### config.mk
export PLATFORM = sky130hd
export DESIGN_NAME = jpeg_dec_reorder_flat
export DESIGN_NICKNAME = d
export VERILOG_FILES = /design/src/rtl/jpeg_dec_reorder_if.sv /design/src/rtl/jpeg_dec_reorder.sv /design/src/flat_wrapper.sv
export SDC_FILE = /design/constraint.sdc
export NUM_CORES = 2
export LEC_CHECK = 0
export BUFFER_PORTS_ARGS = -buffer_cell sky130_fd_sc_hd__clkbuf_2
export CAP_MARGIN = 15
export CORE_ASPECT_RATIO = 1.4
export CORE_MARGIN = 1.5
export CORE_UTILIZATION = 40
export CTS_CLUSTER_SIZE = 25
export DETAILED_ROUTE_END_ITERATION = 8
export SLEW_MARGIN = 20
export SYNTH_ARGS = -nofsm -noshare
export SYNTH_HDL_FRONTEND = slang
export SYNTH_SLANG_ARGS = --single-unit
### constraint.sdc
create_clock -name iCLK -period 14.4 [get_ports iCLK]
set_clock_uncertainty 0.15 [all_clocks]
set_input_delay 1.44 -clock iCLK [delete_from_list [all_inputs] [get_ports iCLK]]
set_output_delay 1.44 -clock iCLK [all_outputs]
set_load 0.05 [all_outputs]
### src/rtl/jpeg_dec_reorder_if.sv
// Coefficient-path bundle between the burst FIFO, the reorder stage and the IDCT.
//   slave  : reorder-stage side (consumes run-length entries, produces raster coefficients)
//   master : environment side (burst FIFO producer + IDCT consumer)
// Signals:
//   iPI_EN/iPI/iPI_DC/iPI_LST/iPI_ZR : run-length entry from the burst FIFO
//   oREORD_AFULL                      : backpressure to the burst FIFO
//   iIDCT_AFULL                       : backpressure from the IDCT
//   oCO_EN/oCO/oCO_IDX/oCO_LST        : raster-order coefficient stream
//   oERR                              : sticky protocol error
interface jpeg_dec_reorder_if;
  logic        iPI_EN;
  logic [11:0] iPI;
  logic        iPI_DC;
  logic        iPI_LST;
  logic [3:0]  iPI_ZR;
  logic        oREORD_AFULL;
  logic        iIDCT_AFULL;
  logic        oCO_EN;
  logic [11:0] oCO;
  logic [5:0]  oCO_IDX;
  logic        oCO_LST;
  logic        oERR;

  modport slave (
    input  iPI_EN, iPI, iPI_DC, iPI_LST, iPI_ZR, iIDCT_AFULL,
    output oREORD_AFULL, oCO_EN, oCO, oCO_IDX, oCO_LST, oERR
  );

  modport master (
    output iPI_EN, iPI, iPI_DC, iPI_LST, iPI_ZR, iIDCT_AFULL,
    input  oREORD_AFULL, oCO_EN, oCO, oCO_IDX, oCO_LST, oERR
  );
endinterface

### src/rtl/jpeg_dec_reorder.sv
// Zero-run expansion and de-zigzag stage of the JPEG decoder.
// Run-length entries land in a small skid FIFO, are expanded into one bank of a
// two-bank ping-pong 8x8 coefficient buffer, and completed banks are streamed to
// the IDCT in raster order with implicit zeros filled in from a written mask.
// Ports:
//   iCLK     : clock
//   iRSTN    : synchronous active-low reset
//   iINIT    : synchronous flush, same effect as reset
//   if_reord : coefficient-path bundle (slave side), see jpeg_dec_reorder_if
module jpeg_dec_reorder #(
  parameter int SKID_AW   = 2,
  parameter int AFULL_OFF = 2
) (
  input  logic              iCLK,
  input  logic              iRSTN,
  input  logic              iINIT,
  jpeg_dec_reorder_if.slave if_reord
);
  localparam int               DEPTH    = 1 << SKID_AW;
  localparam logic [SKID_AW:0] LP_DEPTH = DEPTH[SKID_AW:0];
  localparam logic [SKID_AW:0] LP_AOFF  = AFULL_OFF[SKID_AW:0];

  typedef enum logic [1:0] {B_FREE, B_FILL, B_FULL} bst_e;
  typedef enum logic [1:0] {W_WAIT, W_FILL, W_DROP} wst_e;
  typedef enum logic       {R_IDLE, R_RUN} rdst_e;

  typedef struct packed {
    logic [11:0] val;
    logic        dc;
    logic        lst;
    logic [3:0]  zr;
  } ent_t;

  localparam logic [5:0] ZZ2NAT [64] = '{
    6'd0,  6'd1,  6'd8,  6'd16, 6'd9,  6'd2,  6'd3,  6'd10,
    6'd17, 6'd24, 6'd32, 6'd25, 6'd18, 6'd11, 6'd4,  6'd5,
    6'd12, 6'd19, 6'd26, 6'd33, 6'd40, 6'd48, 6'd41, 6'd34,
    6'd27, 6'd20, 6'd13, 6'd6,  6'd7,  6'd14, 6'd21, 6'd28,
    6'd35, 6'd42, 6'd49, 6'd56, 6'd57, 6'd50, 6'd43, 6'd36,
    6'd29, 6'd22, 6'd15, 6'd23, 6'd30, 6'd37, 6'd44, 6'd51,
    6'd58, 6'd59, 6'd52, 6'd45, 6'd38, 6'd31, 6'd39, 6'd46,
    6'd53, 6'd60, 6'd61, 6'd54, 6'd47, 6'd55, 6'd62, 6'd63
  };

  // skid FIFO
  ent_t               r_fifo [DEPTH];
  logic [SKID_AW-1:0] r_wp, r_rp;
  logic [SKID_AW:0]   r_cnt, w_cnt_nxt;
  logic               w_push, w_ovf, w_pop, w_nemp;
  ent_t               w_head;
  logic               r_afull;

  // write side
  wst_e       r_wst, w_wst_nxt;
  logic [6:0] r_pos, w_pos_nxt, w_pos_eff, w_tz;
  logic       w_take, w_claim, w_done, w_wr, w_err;
  logic [5:0] w_nat;

  // banks
  bst_e             r_bst [2];
  logic             r_wsel, r_rsel;
  logic [1:0][63:0] r_mask;
  logic [11:0]      r_mem [2][64];

  // read side
  rdst_e      r_rdst, w_rdst_nxt;
  logic [5:0] r_ridx;
  logic       w_emit, w_free;

  // outputs
  logic        r_co_en, r_co_lst, r_err;
  logic [11:0] r_co;
  logic [5:0]  r_co_idx;

  assign w_nemp    = (r_cnt != '0);
  assign w_head    = r_fifo[r_rp];
  assign w_ovf     = if_reord.iPI_EN && (r_cnt == LP_DEPTH);
  assign w_push    = if_reord.iPI_EN && !w_ovf;
  assign w_cnt_nxt = r_cnt + {{SKID_AW{1'b0}}, w_push} - {{SKID_AW{1'b0}}, w_pop};

  // In WAIT the head entry is consumed in the same cycle the bank is claimed,
  // so the block starts at position 0 without a dead cycle.
  assign w_pos_eff = (r_wst == W_WAIT) ? 7'd0 : r_pos;
  assign w_tz      = w_pos_eff + {3'b000, w_head.zr};
  assign w_nat     = ZZ2NAT[w_tz[5:0]];

  always_comb begin
    w_wst_nxt = r_wst;
    w_pos_nxt = r_pos;
    w_take    = 1'b0;
    w_pop     = 1'b0;
    w_claim   = 1'b0;
    w_done    = 1'b0;
    w_wr      = 1'b0;
    w_err     = 1'b0;
    case (r_wst)
      W_WAIT: begin
        // claim sees the registered bank state, so a bank freed this cycle
        // becomes claimable only on the next one
        if (w_nemp && (r_bst[r_wsel] == B_FREE)) begin
          w_claim = 1'b1;
          w_take  = 1'b1;
        end
      end
      W_FILL: w_take = w_nemp;
      W_DROP: begin
        if (w_nemp) begin
          w_pop = 1'b1;
          if (w_head.lst) begin
            w_done    = 1'b1;
            w_wst_nxt = W_WAIT;
          end
        end
      end
      default: w_wst_nxt = W_WAIT;
    endcase

    if (w_take) begin
      w_pop = 1'b1;
      if ((w_tz > 7'd63) || (w_head.dc && (w_pos_eff != 7'd0)) ||
          (!w_head.dc && (w_pos_eff == 7'd0))) begin
        // bad entry is not stored; an LST on it closes the block right away
        w_err = 1'b1;
        if (w_head.lst) begin
          w_done    = 1'b1;
          w_wst_nxt = W_WAIT;
        end else begin
          w_wst_nxt = W_DROP;
        end
      end else begin
        w_wr      = 1'b1;
        w_pos_nxt = w_tz + 7'd1;
        if (w_head.lst) begin
          w_done    = 1'b1;
          w_wst_nxt = W_WAIT;
        end else if (w_tz == 7'd63) begin
          // position 63 filled but no EOB: the block overran
          w_err     = 1'b1;
          w_wst_nxt = W_DROP;
        end else begin
          w_wst_nxt = W_FILL;
        end
      end
    end
  end

  // r_ridx is 0 whenever the read side is idle, so IDLE can emit index 0
  // directly and back-to-back blocks leave no gap.
  always_comb begin
    w_rdst_nxt = r_rdst;
    w_emit     = 1'b0;
    w_free     = 1'b0;
    case (r_rdst)
      R_IDLE: begin
        if ((r_bst[r_rsel] == B_FULL) && !if_reord.iIDCT_AFULL) begin
          w_emit     = 1'b1;
          w_rdst_nxt = R_RUN;
        end
      end
      R_RUN: begin
        if (!if_reord.iIDCT_AFULL) begin
          w_emit = 1'b1;
          if (r_ridx == 6'd63) begin
            w_free     = 1'b1;
            w_rdst_nxt = R_IDLE;
          end
        end
      end
      default: w_rdst_nxt = R_IDLE;
    endcase
  end

  always_ff @(posedge iCLK) begin
    if (!iRSTN || iINIT) begin
      r_wp     <= '0;
      r_rp     <= '0;
      r_cnt    <= '0;
      r_afull  <= 1'b0;
      r_wst    <= W_WAIT;
      r_pos    <= '0;
      r_wsel   <= 1'b0;
      r_rsel   <= 1'b0;
      r_bst[0] <= B_FREE;
      r_bst[1] <= B_FREE;
      r_mask   <= '0;
      r_rdst   <= R_IDLE;
      r_ridx   <= '0;
      r_co_en  <= 1'b0;
      r_co_lst <= 1'b0;
      r_co     <= '0;
      r_co_idx <= '0;
      r_err    <= 1'b0;
    end else begin
      if (w_push) r_wp <= r_wp + 1'b1;
      if (w_pop)  r_rp <= r_rp + 1'b1;
      r_cnt   <= w_cnt_nxt;
      r_afull <= (LP_DEPTH - w_cnt_nxt) <= LP_AOFF;

      r_wst <= w_wst_nxt;
      r_pos <= w_pos_nxt;
      if (w_claim) r_bst[r_wsel] <= B_FILL;
      if (w_done) begin
        r_bst[r_wsel] <= B_FULL;
        r_wsel        <= ~r_wsel;
      end
      if (w_wr) r_mask[r_wsel][w_nat] <= 1'b1;

      r_rdst <= w_rdst_nxt;
      if (w_emit) r_ridx <= r_ridx + 6'd1;
      if (w_free) begin
        r_bst[r_rsel]  <= B_FREE;
        r_mask[r_rsel] <= '0;
        r_rsel         <= ~r_rsel;
      end

      r_co_en  <= w_emit;
      r_co_lst <= w_emit && (r_ridx == 6'd63);
      if (w_emit) begin
        r_co_idx <= r_ridx;
        r_co     <= r_mask[r_rsel][r_ridx] ? r_mem[r_rsel][r_ridx] : 12'd0;
      end

      if (w_err || w_ovf) r_err <= 1'b1;
    end
  end

  // storage only; validity is tracked by the FIFO count and the bank masks
  always_ff @(posedge iCLK) begin
    if (w_push) r_fifo[r_wp] <= '{val: if_reord.iPI, dc: if_reord.iPI_DC,
                                  lst: if_reord.iPI_LST, zr: if_reord.iPI_ZR};
    if (w_wr)   r_mem[r_wsel][w_nat] <= w_head.val;
  end

  assign if_reord.oREORD_AFULL = r_afull;
  assign if_reord.oCO_EN       = r_co_en;
  assign if_reord.oCO          = r_co;
  assign if_reord.oCO_IDX      = r_co_idx;
  assign if_reord.oCO_LST      = r_co_lst;
  assign if_reord.oERR         = r_err;
endmodule

### src/flat_wrapper.sv
// flat-port wrapper written by rule: the top's interface ports become plain ports
module jpeg_dec_reorder_flat 
#(
  parameter int SKID_AW   = 2,
  parameter int AFULL_OFF = 2
)
  (iCLK, iRSTN, iINIT, if_reord_iPI_EN, if_reord_iPI, if_reord_iPI_DC, if_reord_iPI_LST, if_reord_iPI_ZR, if_reord_iIDCT_AFULL, if_reord_oREORD_AFULL, if_reord_oCO_EN, if_reord_oCO, if_reord_oCO_IDX, if_reord_oCO_LST, if_reord_oERR);
  jpeg_dec_reorder_if if_reord_i ();
  input  logic iCLK;
  input  logic iRSTN;
  input  logic iINIT;
  input wire logic [$bits(if_reord_i.iPI_EN)-1:0] if_reord_iPI_EN;
  input wire logic [$bits(if_reord_i.iPI)-1:0] if_reord_iPI;
  input wire logic [$bits(if_reord_i.iPI_DC)-1:0] if_reord_iPI_DC;
  input wire logic [$bits(if_reord_i.iPI_LST)-1:0] if_reord_iPI_LST;
  input wire logic [$bits(if_reord_i.iPI_ZR)-1:0] if_reord_iPI_ZR;
  input wire logic [$bits(if_reord_i.iIDCT_AFULL)-1:0] if_reord_iIDCT_AFULL;
  output wire logic [$bits(if_reord_i.oREORD_AFULL)-1:0] if_reord_oREORD_AFULL;
  output wire logic [$bits(if_reord_i.oCO_EN)-1:0] if_reord_oCO_EN;
  output wire logic [$bits(if_reord_i.oCO)-1:0] if_reord_oCO;
  output wire logic [$bits(if_reord_i.oCO_IDX)-1:0] if_reord_oCO_IDX;
  output wire logic [$bits(if_reord_i.oCO_LST)-1:0] if_reord_oCO_LST;
  output wire logic [$bits(if_reord_i.oERR)-1:0] if_reord_oERR;
  assign if_reord_i.iPI_EN = if_reord_iPI_EN;
  assign if_reord_i.iPI = if_reord_iPI;
  assign if_reord_i.iPI_DC = if_reord_iPI_DC;
  assign if_reord_i.iPI_LST = if_reord_iPI_LST;
  assign if_reord_i.iPI_ZR = if_reord_iPI_ZR;
  assign if_reord_i.iIDCT_AFULL = if_reord_iIDCT_AFULL;
  assign if_reord_oREORD_AFULL = if_reord_i.oREORD_AFULL;
  assign if_reord_oCO_EN = if_reord_i.oCO_EN;
  assign if_reord_oCO = if_reord_i.oCO;
  assign if_reord_oCO_IDX = if_reord_i.oCO_IDX;
  assign if_reord_oCO_LST = if_reord_i.oCO_LST;
  assign if_reord_oERR = if_reord_i.oERR;
  jpeg_dec_reorder #(.SKID_AW(SKID_AW), .AFULL_OFF(AFULL_OFF)) u_core (.iCLK(iCLK), .iRSTN(iRSTN), .iINIT(iINIT), .if_reord(if_reord_i));
endmodule
# Yosys cells after proc, flatten, opt, wreduce, memory -nomap -nowiden
# Memory sizes are Yosys's and may differ from the RTL's. A register that Yosys moved wholly into a read port is not among the register bits.
# Index checks and enable logic that the tools add are counted.
# op_classes
addsub,8
magnitude_cmp,13
eq_ne,9
mux,86
n_bitwise,11
n_reduce_logical,29
# ops
operator,n
$mux 768,1
$mux 128,3
$mux 64,4
$and 128x128->128,1
$demux 64 s1,2
$not 128->128,1
$or 128x128->128,1
$bmux 12 s6,1
$demux 12 s6,1
$mux 1,49
$mux 12,4
$mux 2,12
$ge 7x7->1 const B,3
$not 6->7,3
$lt 6x7->1 const B,2
$mux 6,2
$logic_and 1x1->1,11
$add 7x1->7 const B,1
$add 7x4->7,1
$eq 7x6->1 const B,1
$gt 7x6->1 const B,1
$logic_not 7->1,1
$lt 7x1->1 const B,1
$mux 7,1
29 further kinds,48
# word_totals
register_bits,175
ram_bits,1612
rom_bits,384
input_bits,23
elab_cells,177
n_memories,4
# memory_table
name,words,word_bits,read_ports,rd_ports_with_merged_regs,wr,line_no,text
u_core.r_mem,2,768,1,1,1,jpeg_dec_reorder.sv:63,logic [11:0] r_mem [2][64];
(name not given),64,6,1,0,0,jpeg_dec_reorder.sv:85,assign w_nat = ZZ2NAT[w_tz[5:0]];
u_core.r_fifo,4,18,1,1,1,jpeg_dec_reorder.sv:46,ent_t r_fifo [DEPTH];
u_core.r_bst,2,2,2,2,2,jpeg_dec_reorder.sv:60,bst_e r_bst [2];

# Depth between registers and ports, before layout
# logic_depth
word_depth,18
depth_mapped,18

# Least setup slack after synthesis
# OpenSTA, ideal clock, no wires.
# synth_path
path_type,reg-to-reg
start,reg (tool-made name)
end,"mem u_core.r_mem[0][276] (netlist name), enable pin"
setup_ps,396
arrival_ps,5474
t_required_ps,13854
path_slack_ps,8380
path_stages_with_launch,17
synth_period_minus_slack_ps,6020
path_cell_list,dfxtp_1 > buf_6 > buf_1 > mux4_2 > ha_1 > buf_2 > a21oi_4 > xnor2_2 > clkbuf_1 > ha_1 > and3b_1 > a221o_1 > or4_1 > nor3_1 > nor2_1 > clkbuf_1 > nor3_1
# synth_lines
item,line_no
"end, declared",jpeg_dec_reorder.sv:63

==> flow_summary.toml <==
[logic_synthesis]
synth_xor_area_frac = 0.00319
synth_top_cell_by_area = "edfxtp_1"
synth_edf_count = 1608
synthCells = 3508
synth_compound_gate_area_share = 0.0371
synthAdderAreaFrac = 0.00469
syn_area_um2 = 70900
synth-simple-area-share = 0.0317
ys_ff_latch = 1791
ys.flop_type = "edfxtp_1"
synthArstFlopShare = 0
synth.area.mux_share = 0.176
ys_types = 77
avgSynthCellArea_um2 = 20.2
synth_warnings = 0
synth.top_cell.area_share = 0.681
synth_area_leaders = "edfxtp_1 68%, mux4_2 16%, dfxtp_1 5.2%"
syn_nets = 3557
yosysSeqAreaShare = 0.732
synth_top_family_by_area = "multiplexers"

[layout]
area_delta_synth_final_pct = 12.2
final_cell_mix = "1608 x edfxtp_1, 496 x mux4_2, 177 x dfxtp_1"
nets = 3603
post-route-util = 0.453
layout-drive-gt1-share = 0.290
layout_commonest_cell = "edfxtp_1"

[critical_path]
timing_worst_setup_path_type = "reg -> reg"
crit_path_end_kind = "register"
critPathArrivalTime_ns = 7.63
cp-start-kind = "register"
crit_required_ns = 14.64
crit_fanout = 19

[routing]
viasPerCell = 5.80
drt-initial-drc-count = 3285
wl_per_cell_um = 29.0
drtPass1Iterations = 5
wl_mm = 174
route.detailed.drc = 0
ant_nets = 0
vias = 34800

[min_path]
hold_path.class = "reg -> reg"

[sta]
finalHoldViolations = 0
slew_viol_final = 0
max-slew-margin-rel = 0.225
post-route-period-util = 0.513
period_needed_ns = 7.39
hold_slack_ns = 0.301
rsz0062_at_grt = "false"
max_slew.worst_pin.slew_ns = 1.16
timing.fmax_mhz = 135
finalSetupTns_ns = 0
setup_violations = 0

[clocking]
cts_hold_buf = 0
clkTransAtPathRegs_ns = 0.06
cts_tree = "done"
root_buffer = "clkbuf_16"
cts_setup_buffers = 0
numCtsBuffers = 167
cts_buffer_depth = 3
cts.sinks = 1791
cts-htree-levels = 4
cts_resized = 0
clk_latency_ns = 0.80

[pwr]
p_switching_uw = 3270
ir_worst_vdd_mv = 0.122
p_comb_frac = 0.133
switching_share = 0.270
intPower_uw = 8820
p_leak_uw = 0.0237
power_frac_clock = 0.361
p_per_area_nw_per_um2 = 152
seqPwrFrac = 0.506

[global_route]
antenna_found_initial = 4
grt_pass1_vias = 35700
overflow = 0
grt_use_total = 0.193
grt_max_degree = 118
grt_first_pass_wirelength_mm = 253

[placement]
hpwlAfterDp_mm = 104
gp_congestion = 0.852
portBuffers = 44

[die]
initial_utilization = 0.404
die-area_um2 = 180000
core_um2 = 176000
rows = 182
io_pins = 45
die_y_um = 501
die_w_um = 359

[job]
maxCapViolCount = 0

[run_status]
status = "finished, final reports clean"
power by group through the flow:
stage | registers [uW] | logic [uW] | clock network (uW)
2_1_floorplan | 6240 | 854 | 0
3_3_place_gp | 6230 | 1560 | 0
3_5_place_dp | 6240 | 1610 | 0
4_1_cts | 6120 | 1610 | 4440
5_1_grt | 6130 | 1710 | 4620
6_report | 6120 | 1610 | 4360
per-stage QoR:
stage	std cells	power, uW	area, um2	setup slack, ns
finish	5992	12100	79600	7.01
global route	5991	12500	79600	6.53
CTS	5990	12200	79400	6.91
detailed placement	5685	7850	74100	6.95
global placement	5684	7790	74000	7.08
floorplan	3508	7090	70900	8.38
worst max-delay path: stages (launching register included):
cell and delay (ns):
dfxtp_1 0.31, buf_4 0.34, mux4_2 0.55, ha_1 0.63, inv_1 0.17, xnor2_2 0.73, inv_1 0.49, ha_1 0.36
nand2_1 0.11, nor4_1 0.10, nand2_1 0.14, o21a_1 0.75, nand3_2 0.96, nor3_2 1.13
final timing paths:
check	startpoint	end	slack (ns)	cells past startpoint
worst min-delay path	u_core.r_mask[69]	u_core.r_mask[69]	0.30	2
worst max-delay path	register	u_core.r_mem[0][660]	7.01	13
worst max register to register	register	u_core.r_mem[0][660]	7.01	13
worst min register to register	u_core.r_mask[69]	u_core.r_mask[69]	0.30	2
Yosys cell counts (5+ instances only):
| library cell | instances |
|---|---|
| inv_1 | 23 |
| nand3_1 | 37 |
| mux4_2 | 508 |
| o21ai_0 | 38 |
| xor2_1 | 8 |
| nor3_1 | 83 |
| a21oi_1 | 39 |
| o32ai_1 | 6 |
| a32o_1 | 72 |
| a221oi_1 | 13 |
| o31ai_1 | 57 |
| a31oi_1 | 5 |
| o22ai_1 | 22 |
| a32oi_1 | 15 |
| nor2b_1 | 6 |
| clkbuf_1 | 150 |
| a22oi_1 | 5 |
| a211oi_1 | 8 |
| edfxtp_1 | 1608 |
| a2111oi_0 | 5 |
| and3_1 | 5 |
| xnor2_1 | 16 |
| mux2i_1 | 55 |
| nor4_4 | 8 |
| nor2_1 | 140 |
| mux2_2 | 42 |
| o211ai_1 | 15 |
| buf_1 | 43 |
| or2_2 | 9 |
| nand2b_1 | 9 |
| and2_1 | 13 |
| ha_1 | 25 |
| buf_2 | 39 |
| nand2_1 | 118 |
| dfxtp_1 | 183 |
logic make-up after synthesis:
family	after synthesis
xor+xnor	25
simple gates	457
compound gates	339
fa+ha+maj	26
buf+inv	265
mux	605
flops	1791
final cells by class:
cell class	instances	area [um2]
multi-input cells	1452	18500
diodes	2	5.00
well taps	2300	2880
flip-flops and latches	1791	52000
inverters	25	93.8
clock buffers	215	4500
clock inverters	90	830
fillers	14800	96200
repair buffers	117	842
registers in the layout, summed over array words and instances, names as in the netlist, 2 cells and up, named ones only:
signal,cells
u_core.if_reord.oCO,12
u_core.if_reord.oCO_IDX,6
u_core.r_bst,4
u_core.r_cnt,3
u_core.r_fifo,72
u_core.r_mask,128
u_core.r_mem,1536
u_core.r_pos,7
u_core.r_ridx,6
u_core.r_rp,2
u_core.r_wp,2
u_core.r_wst,2
metal layers:
metal | global-route usage | vias to the layer above | wire [um]
li1 | - | 14800 | -
met3 | 0.0260 | 231 | 8770
met5 | 0 | - | 0
met1 | 0.248 | 18700 | 69000
met2 | 0.343 | 1116 | 91800
met4 | 0.0547 | 0 | 4530
(Power assumes the default switching activity.)
